[src/rtl/sine_pkg.sv]
// Shared constants and types for the sine generator / analyser path.
//   SINE_SIZE  - width of a sine sample (unsigned, mid-scale = 2^(SINE_SIZE-1))
//   TABLE_SIZE - entries in the half-sine lookup table
//   PHASE_SIZE - width of the generator phase accumulator
//   analyser_state_t - lock state of the sine_wave_analyser
package sine_pkg;

    localparam int SINE_SIZE  = 8;
    localparam int TABLE_SIZE = 256;
    localparam int PHASE_SIZE = 10;

    typedef enum logic [1:0] {
        ACQUIRE = 2'd0,
        MEASURE = 2'd1,
        LOCKED  = 2'd2
    } analyser_state_t;

endpackage

[src/rtl/hyst_crossing_detector.sv]
// Hysteresis comparator around mid-scale.
// Arms when a sample falls below MID-HYST and fires a crossing event on the
// first armed sample at or above MID+HYST. Samples inside the band leave the
// armed flag untouched, so noise around mid-scale cannot produce events.
// Ports:
//   clock, reset_n   - clock and asynchronous active-low reset
//   sample           - unsigned input sample
//   sample_valid     - qualifier; armed only changes on valid samples
//   clear            - disarm on the next valid sample (used on timeout)
//   cross_evt        - combinational crossing event for the current sample
module hyst_crossing_detector
    import sine_pkg::*;
#(
    parameter int SINE_SIZE = sine_pkg::SINE_SIZE,
    parameter int MID       = 2 ** (SINE_SIZE - 1),
    parameter int HYST      = 4
) (
    input  logic                 clock,
    input  logic                 reset_n,
    input  logic [SINE_SIZE-1:0] sample,
    input  logic                 sample_valid,
    input  logic                 clear,
    output logic                 cross_evt
);

    localparam logic [SINE_SIZE-1:0] LO_THR = SINE_SIZE'(MID - HYST);
    localparam logic [SINE_SIZE-1:0] HI_THR = SINE_SIZE'(MID + HYST);

    logic armed;

    assign cross_evt = sample_valid && armed && (sample >= HI_THR);

    always_ff @(posedge clock or negedge reset_n) begin
        if (!reset_n) begin
            armed <= 1'b0;
        end else if (sample_valid) begin
            if (clear || cross_evt) begin
                armed <= 1'b0;
            end else if (sample < LO_THR) begin
                armed <= 1'b1;
            end
        end
    end

endmodule

[src/rtl/sine_wave_analyser.sv]
// Receive-side analyser for a stream of unsigned sine samples.
// Detects rising mid-crossings with hysteresis, measures the period in
// samples together with peak, trough and amplitude over each period, and
// declares lock once consecutive periods agree within TOL.
// Ports:
//   clock, reset_n    - clock and asynchronous active-low reset
//   sample            - unsigned sample, qualified by sample_valid
//   sample_valid      - all state advances only when high
//   crossing          - one-cycle pulse after a rising crossing sample
//   meas_valid        - one-cycle pulse when period/peak/trough/amplitude update
//   period            - samples between the last two rising crossings
//   peak, trough      - max / min sample over the last measured period
//   amplitude         - peak minus trough
//   sample_index      - valid samples since the last crossing
//   locked            - period is stable
module sine_wave_analyser
    import sine_pkg::*;
#(
    parameter int SINE_SIZE  = sine_pkg::SINE_SIZE,
    parameter int MID        = 2 ** (SINE_SIZE - 1),
    parameter int HYST       = 4,
    parameter int PERIOD_W   = 16,
    parameter int TOL        = 2,
    parameter int LOCK_COUNT = 2
) (
    input  logic                 clock,
    input  logic                 reset_n,
    input  logic [SINE_SIZE-1:0] sample,
    input  logic                 sample_valid,
    output logic                 crossing,
    output logic                 meas_valid,
    output logic [PERIOD_W-1:0]  period,
    output logic [SINE_SIZE-1:0] peak,
    output logic [SINE_SIZE-1:0] trough,
    output logic [SINE_SIZE-1:0] amplitude,
    output logic [PERIOD_W-1:0]  sample_index,
    output logic                 locked
);

    localparam int SC_W = $clog2(LOCK_COUNT + 1);

    function automatic logic [PERIOD_W-1:0] sat_inc(input logic [PERIOD_W-1:0] v);
        return (v == '1) ? v : v + 1'b1;
    endfunction

    function automatic logic [PERIOD_W:0] abs_diff(input logic signed [PERIOD_W:0] d);
        return (d < 0) ? $unsigned(-d) : $unsigned(d);
    endfunction

    analyser_state_t         state, state_next;
    logic [SC_W-1:0]         stable_cnt, stable_next, stable_inc;
    logic                    locked_next;
    logic [SINE_SIZE-1:0]    run_max, run_min;
    logic                    cross_evt;
    logic                    timeout;
    logic                    cross_fire;
    logic                    meas_fire;
    logic signed [PERIOD_W:0] period_diff;
    logic                    in_tol;

    hyst_crossing_detector #(
        .SINE_SIZE (SINE_SIZE),
        .MID       (MID),
        .HYST      (HYST)
    ) u_detector (
        .clock        (clock),
        .reset_n      (reset_n),
        .sample       (sample),
        .sample_valid (sample_valid),
        .clear        (timeout),
        .cross_evt    (cross_evt)
    );

    // Event decode. A saturated index while measuring means the waveform
    // has gone away; timeout wins over a coincident crossing.
    always_comb begin
        timeout     = sample_valid && (state != ACQUIRE) && (sample_index == '1);
        cross_fire  = cross_evt && !timeout;
        meas_fire   = cross_fire && (state != ACQUIRE);
        period_diff = $signed({1'b0, sample_index}) - $signed({1'b0, period});
        // A zero previous period marks the first measurement after ACQUIRE.
        in_tol      = (period != '0) && (abs_diff(period_diff) <= (PERIOD_W + 1)'(TOL));
        stable_inc  = stable_cnt + 1'b1;
    end

    // Next-state logic
    always_comb begin
        state_next  = state;
        stable_next = stable_cnt;
        locked_next = locked;
        if (timeout) begin
            state_next  = ACQUIRE;
            stable_next = '0;
            locked_next = 1'b0;
        end else if (cross_fire) begin
            unique case (state)
                ACQUIRE: begin
                    state_next = MEASURE;
                end
                MEASURE: begin
                    if (in_tol) begin
                        stable_next = stable_inc;
                        if (stable_inc >= SC_W'(LOCK_COUNT)) begin
                            state_next  = LOCKED;
                            locked_next = 1'b1;
                        end
                    end else begin
                        stable_next = '0;
                    end
                end
                LOCKED: begin
                    if (!in_tol) begin
                        state_next  = MEASURE;
                        stable_next = '0;
                        locked_next = 1'b0;
                    end
                end
                default: begin
                    state_next  = ACQUIRE;
                    stable_next = '0;
                    locked_next = 1'b0;
                end
            endcase
        end
    end

    // State register
    always_ff @(posedge clock or negedge reset_n) begin
        if (!reset_n) begin
            state      <= ACQUIRE;
            stable_cnt <= '0;
            locked     <= 1'b0;
        end else if (sample_valid) begin
            state      <= state_next;
            stable_cnt <= stable_next;
            locked     <= locked_next;
        end
    end

    // Registered strobes and measurement datapath
    always_ff @(posedge clock or negedge reset_n) begin
        if (!reset_n) begin
            crossing     <= 1'b0;
            meas_valid   <= 1'b0;
            period       <= '0;
            peak         <= '0;
            trough       <= '0;
            amplitude    <= '0;
            sample_index <= '0;
            run_max      <= '0;
            run_min      <= '1;
        end else begin
            crossing   <= cross_fire;
            meas_valid <= meas_fire;
            if (sample_valid) begin
                if (cross_fire) begin
                    // The crossing sample is index 0 of the new period.
                    sample_index <= PERIOD_W'(1);
                    run_max      <= sample;
                    run_min      <= sample;
                end else begin
                    sample_index <= sat_inc(sample_index);
                    if (sample > run_max) run_max <= sample;
                    if (sample < run_min) run_min <= sample;
                end
                if (meas_fire) begin
                    period    <= sample_index;
                    peak      <= run_max;
                    trough    <= run_min;
                    amplitude <= run_max - run_min;
                end else if (timeout) begin
                    period <= '0;
                end
            end
        end
    end

endmodule

[config.mk]
export PLATFORM = sky130hd
export DESIGN_NAME = sine_wave_analyser
export DESIGN_NICKNAME = d
export VERILOG_FILES = /design/src/rtl/sine_pkg.sv /design/src/rtl/hyst_crossing_detector.sv /design/src/rtl/sine_wave_analyser.sv
export SDC_FILE = /design/constraint.sdc
export NUM_CORES = 1
export LEC_CHECK = 0
export ABC_AREA = 1
export CAP_MARGIN = 5
export CORE_AREA = 4 4 119 121
export CTS_CLUSTER_SIZE = 14
export DETAILED_ROUTE_END_ITERATION = 7
export DIE_AREA = 0 0 123 125
export PLACE_DENSITY_LB_ADDON = 0.12
export SLEW_MARGIN = 20
export SYNTH_ARGS = -nofsm -noshare
export SYNTH_HDL_FRONTEND = slang
export SYNTH_SLANG_ARGS = --single-unit
[constraint.sdc]
create_clock -name clock -period 4.95 [get_ports clock]
set_input_delay 0.495 -clock clock [delete_from_list [all_inputs] [get_ports clock]]
set_output_delay 0.495 -clock clock [all_outputs]
set_load 0.005 [all_outputs]
==> impl_metrics.tcl <==
set metrics [dict create \
    status "completed" \
    worstPathCellList "inv_1, ha_1, fa_1, inv_1, nand2_1, nand2_1, nand3_2, nand2_1, nand2_1, nand2_1, nand3_1, nor2_1, nand3_1, nand2_1, nand2_1, nand2_1, nand3_1, nor2_1, nand3_1, nand2_2, nand2_2, nand2_1, o21ai_2" \
    syn2layout_area_growth_pct 19.80 \
    skew_ns 0.007701 \
    syn_area_um2 5764 \
    synth_area_leaders "dfrtp_1, nand2_1, inv_1, ha_1, nand3_1" \
    grtUsageMet1_pct 30.51 \
    drt-wirelength-per-cell_um 15.21 \
    p_per_area_nw_per_um2 821.3 \
    post_dp_cell_area_um2 6613 \
    max-slew-margin-rel_pct 45.29 \
    worstSetupEndpointType "flip-flop" \
    dp.cells 1068 \
    cts-resized-gates 0 \
    clock_latency_ns 0.33 \
    holdWs_ns 0.1629 \
    worstPathArrival_ns 3.73 \
    clkPwrFrac_pct 11.4 \
    worstPathRequired_ns 5.17 \
    finalNonFillerCells 1083 \
    ir_drop_uv 442.7 \
    ant_nets 0 \
    synth_flop_cell "dfrtp_1" \
    die-height_um 125 \
    synth_edf_count 0 \
    final_area_um2 6905 \
    synth_nets 888 \
    clockRootBuffer "clkbuf_16" \
    cap_violations 0 \
    use_met2_pct 35.90 \
    cp_top_family "simple AND/OR/NAND/NOR gates" \
    tightest_slew_ns 0.8176 \
    pwr-share-comb_pct 69.3 \
    io_pins 70 \
    core_area_um2 13090 \
    power_switching_mw 2.925 \
    viasPerCell 5.242 \
    p_int_mw 2.746 \
    setup_viol 0 \
    ys_types 39 \
    switching_share_pct 51.58 \
    worstSetupPathType "flip-flop to flip-flop" \
    cts_setup_buffers 0 \
    start_util_pct 44.05 \
    cp_max_fo 6 \
    routed_wl_mm 16.47 \
    grt_usage_pct 22.08 \
    cts_buffer_depth 2 \
    io_buffer_count 69 \
    avgSynthCellArea_um2 6.895 \
    max_freq_ghz 0.2852 \
    cts_tree "done" \
    first_pass_iters 5 \
    cts_max_level 3 \
    synth_area_leader_cell "dfrtp_1" \
    start_kind "flip-flop" \
    drc_errors 0 \
    synthMostInstantiatedCell "nand2_1" \
    finalPower_mw 5.671 \
    p_leak_nw 3.527 \
    nets 955 \
    slowest_stage "dfrtp_1" \
    hold_buffers 0 \
    antenna_found_initial 0 \
    clk_pin_slew_worst_paths_ns 0.06 \
    hold_path_class "input port to async pin" \
    cts_inserted_buffers 9 \
    synth_top_area_share_pct 31.26 \
    max_stage_delay_ns 0.38 \
    rows 42 \
    yosys_warnings 0 \
    fin_crit_ns 3.507 \
    synth-async-reset-ratio_pct 100.0 \
    num_antenna_cells 0 \
    drt-initial-drc-count 429 \
    grt_pass1_wl_mm 27.08 \
    hpwl_mm 13.14 \
    timing.final.max_slew_violations 0 \
    fin_setup_tns_ns 0 \
    ys_top_cells_by_count "nand2_1, inv_1, nand3_1" \
    netlist_instances 836 \
    critPathBufInv 2 \
    via_count 5677 \
    grt_use_met3_pct 4.607 \
    grt-ovfl-total 0 \
    top_usage_layer "met2" \
    power_frac_seq_pct 19.3 \
    cts.sink_count 80 \
    crit_top_cell "nand2_1" \
    drive_above_1_share_pct 5.733 \
    rsz0062_at_grt "false" \
    grt_max_degree 81 \
    ys_ff_latch 80 \
    min_period_over_period_pct 70.85 \
    gp_routability_congestion 0.9204 \
    die_width_um 123 \
    die_area_um2 15380 \
    yosysSeqAreaShare_pct 34.90 \
    grt_pass1_vias 5497 \
    hold_violations 0 \
]
## worst register-to-register path, cell delays in order (launching register included)
cell and delay [ns]:
dfrtp_1 0.38, inv_1 0.13, ha_1 0.23, fa_1 0.38, inv_1 0.14, nand2_1 0.06, nand2_1 0.07, nand3_2 0.07
nand2_1 0.12, nand2_1 0.07, nand2_1 0.20, nand3_1 0.11, nor2_1 0.19, nand3_1 0.19, nand2_1 0.10, nand2_1 0.05
nand2_1 0.09, nand3_1 0.08, nor2_1 0.29, nand3_1 0.15, nand2_2 0.10, nand2_2 0.07, nand2_1 0.07, o21ai_2 0.05
## cell usage in the layout (no fill, tap or decap), types with 4 or more instances in the layout
cell,count
nand2_1,237
inv_1,134
nand3_1,73
dfrtp_1,72
clkdlybuf4s50_1,68
o21ai_0,59
nor2_1,55
ha_1,39
a21oi_1,35
nor3_1,18
o22ai_1,15
nand2_2,14
nand4_1,14
clkbuf_16,9
dfstp_2,8
xor2_1,6
xnor2_1,6
nor2_2,5
nand3b_1,4
nand3_2,4
nor4_1,4
## sequential cells by signal, indices dropped and copies added (netlist names)
signal,count
meas_valid,1
crossing,1
amplitude,8
state,2
u_detector.armed,1
trough,8
stable_cnt,2
peak,8
period,16
run_min,8
sample_index,16
locked,1
run_max,8
## metrics by stage
step           setup WS, ns  util, %
3_3_place_gp          1.323    50.54
4_1_cts               1.488    52.74
6_report              1.443    52.77
3_5_place_dp          1.137    50.54
5_1_grt               1.060    52.77
2_1_floorplan         2.169        -
## per-layer routing
layer	share of wire [%]	wire (µm)
met1	45	7351
met2	47	7727
met3	6.8	1120
met4	1.6	270
met5	0	0
## cell type report
type	instances	area (µm²)
inverters	138	520.5
flip-flops and latches	80	2012
multi-input cells	604	3164
clock buffers	12	246.5
clock inverters	3	42.54
well taps	176	220.2
fillers	1296	6180
repair buffers	70	699.4
## power by group through the flow
stage                     Sequential (mW)  Clock, mW  Combinational (mW)
after CTS                            1.10      0.664                3.92
after global placement               1.09          0                3.82
after floorplan                      1.06          0                2.87
after global routing                 1.13      0.691                4.48
after detailed placement             1.10          0                3.90
final                                1.09      0.646                3.93
## cells by family (layout without fill, tap and decap cells)
group                    Yosys count  after routing  synth area share, %
adder cells (fa/ha/maj)           41             41                9.160
flip-flops                        80             80                34.90
AO/OA/AOI/OAI                    119            119                11.14
buffers and inverters            152            223                10.20
AND/OR/NAND/NOR                  432            432                32.78
XOR/XNOR                          12             12                1.823
## worst paths after layout
kind | slack [ns] | startpoint | end | depth (start not counted)
max in group asynchronous | 4.22 | reset_n | u_detector.armed | 1
worst min register to register | 0.48 | trough[5] | trough[5] | 2
min in group clock | 0.48 | trough[5] | trough[5] | 2
worst max-delay path | 1.44 | sample_index[0] | state[0] | 23
worst min-delay path | 0.16 | reset_n | trough[0] | 1
worst max register to register | 1.44 | sample_index[0] | state[0] | 23
(Power assumes the default switching activity.)
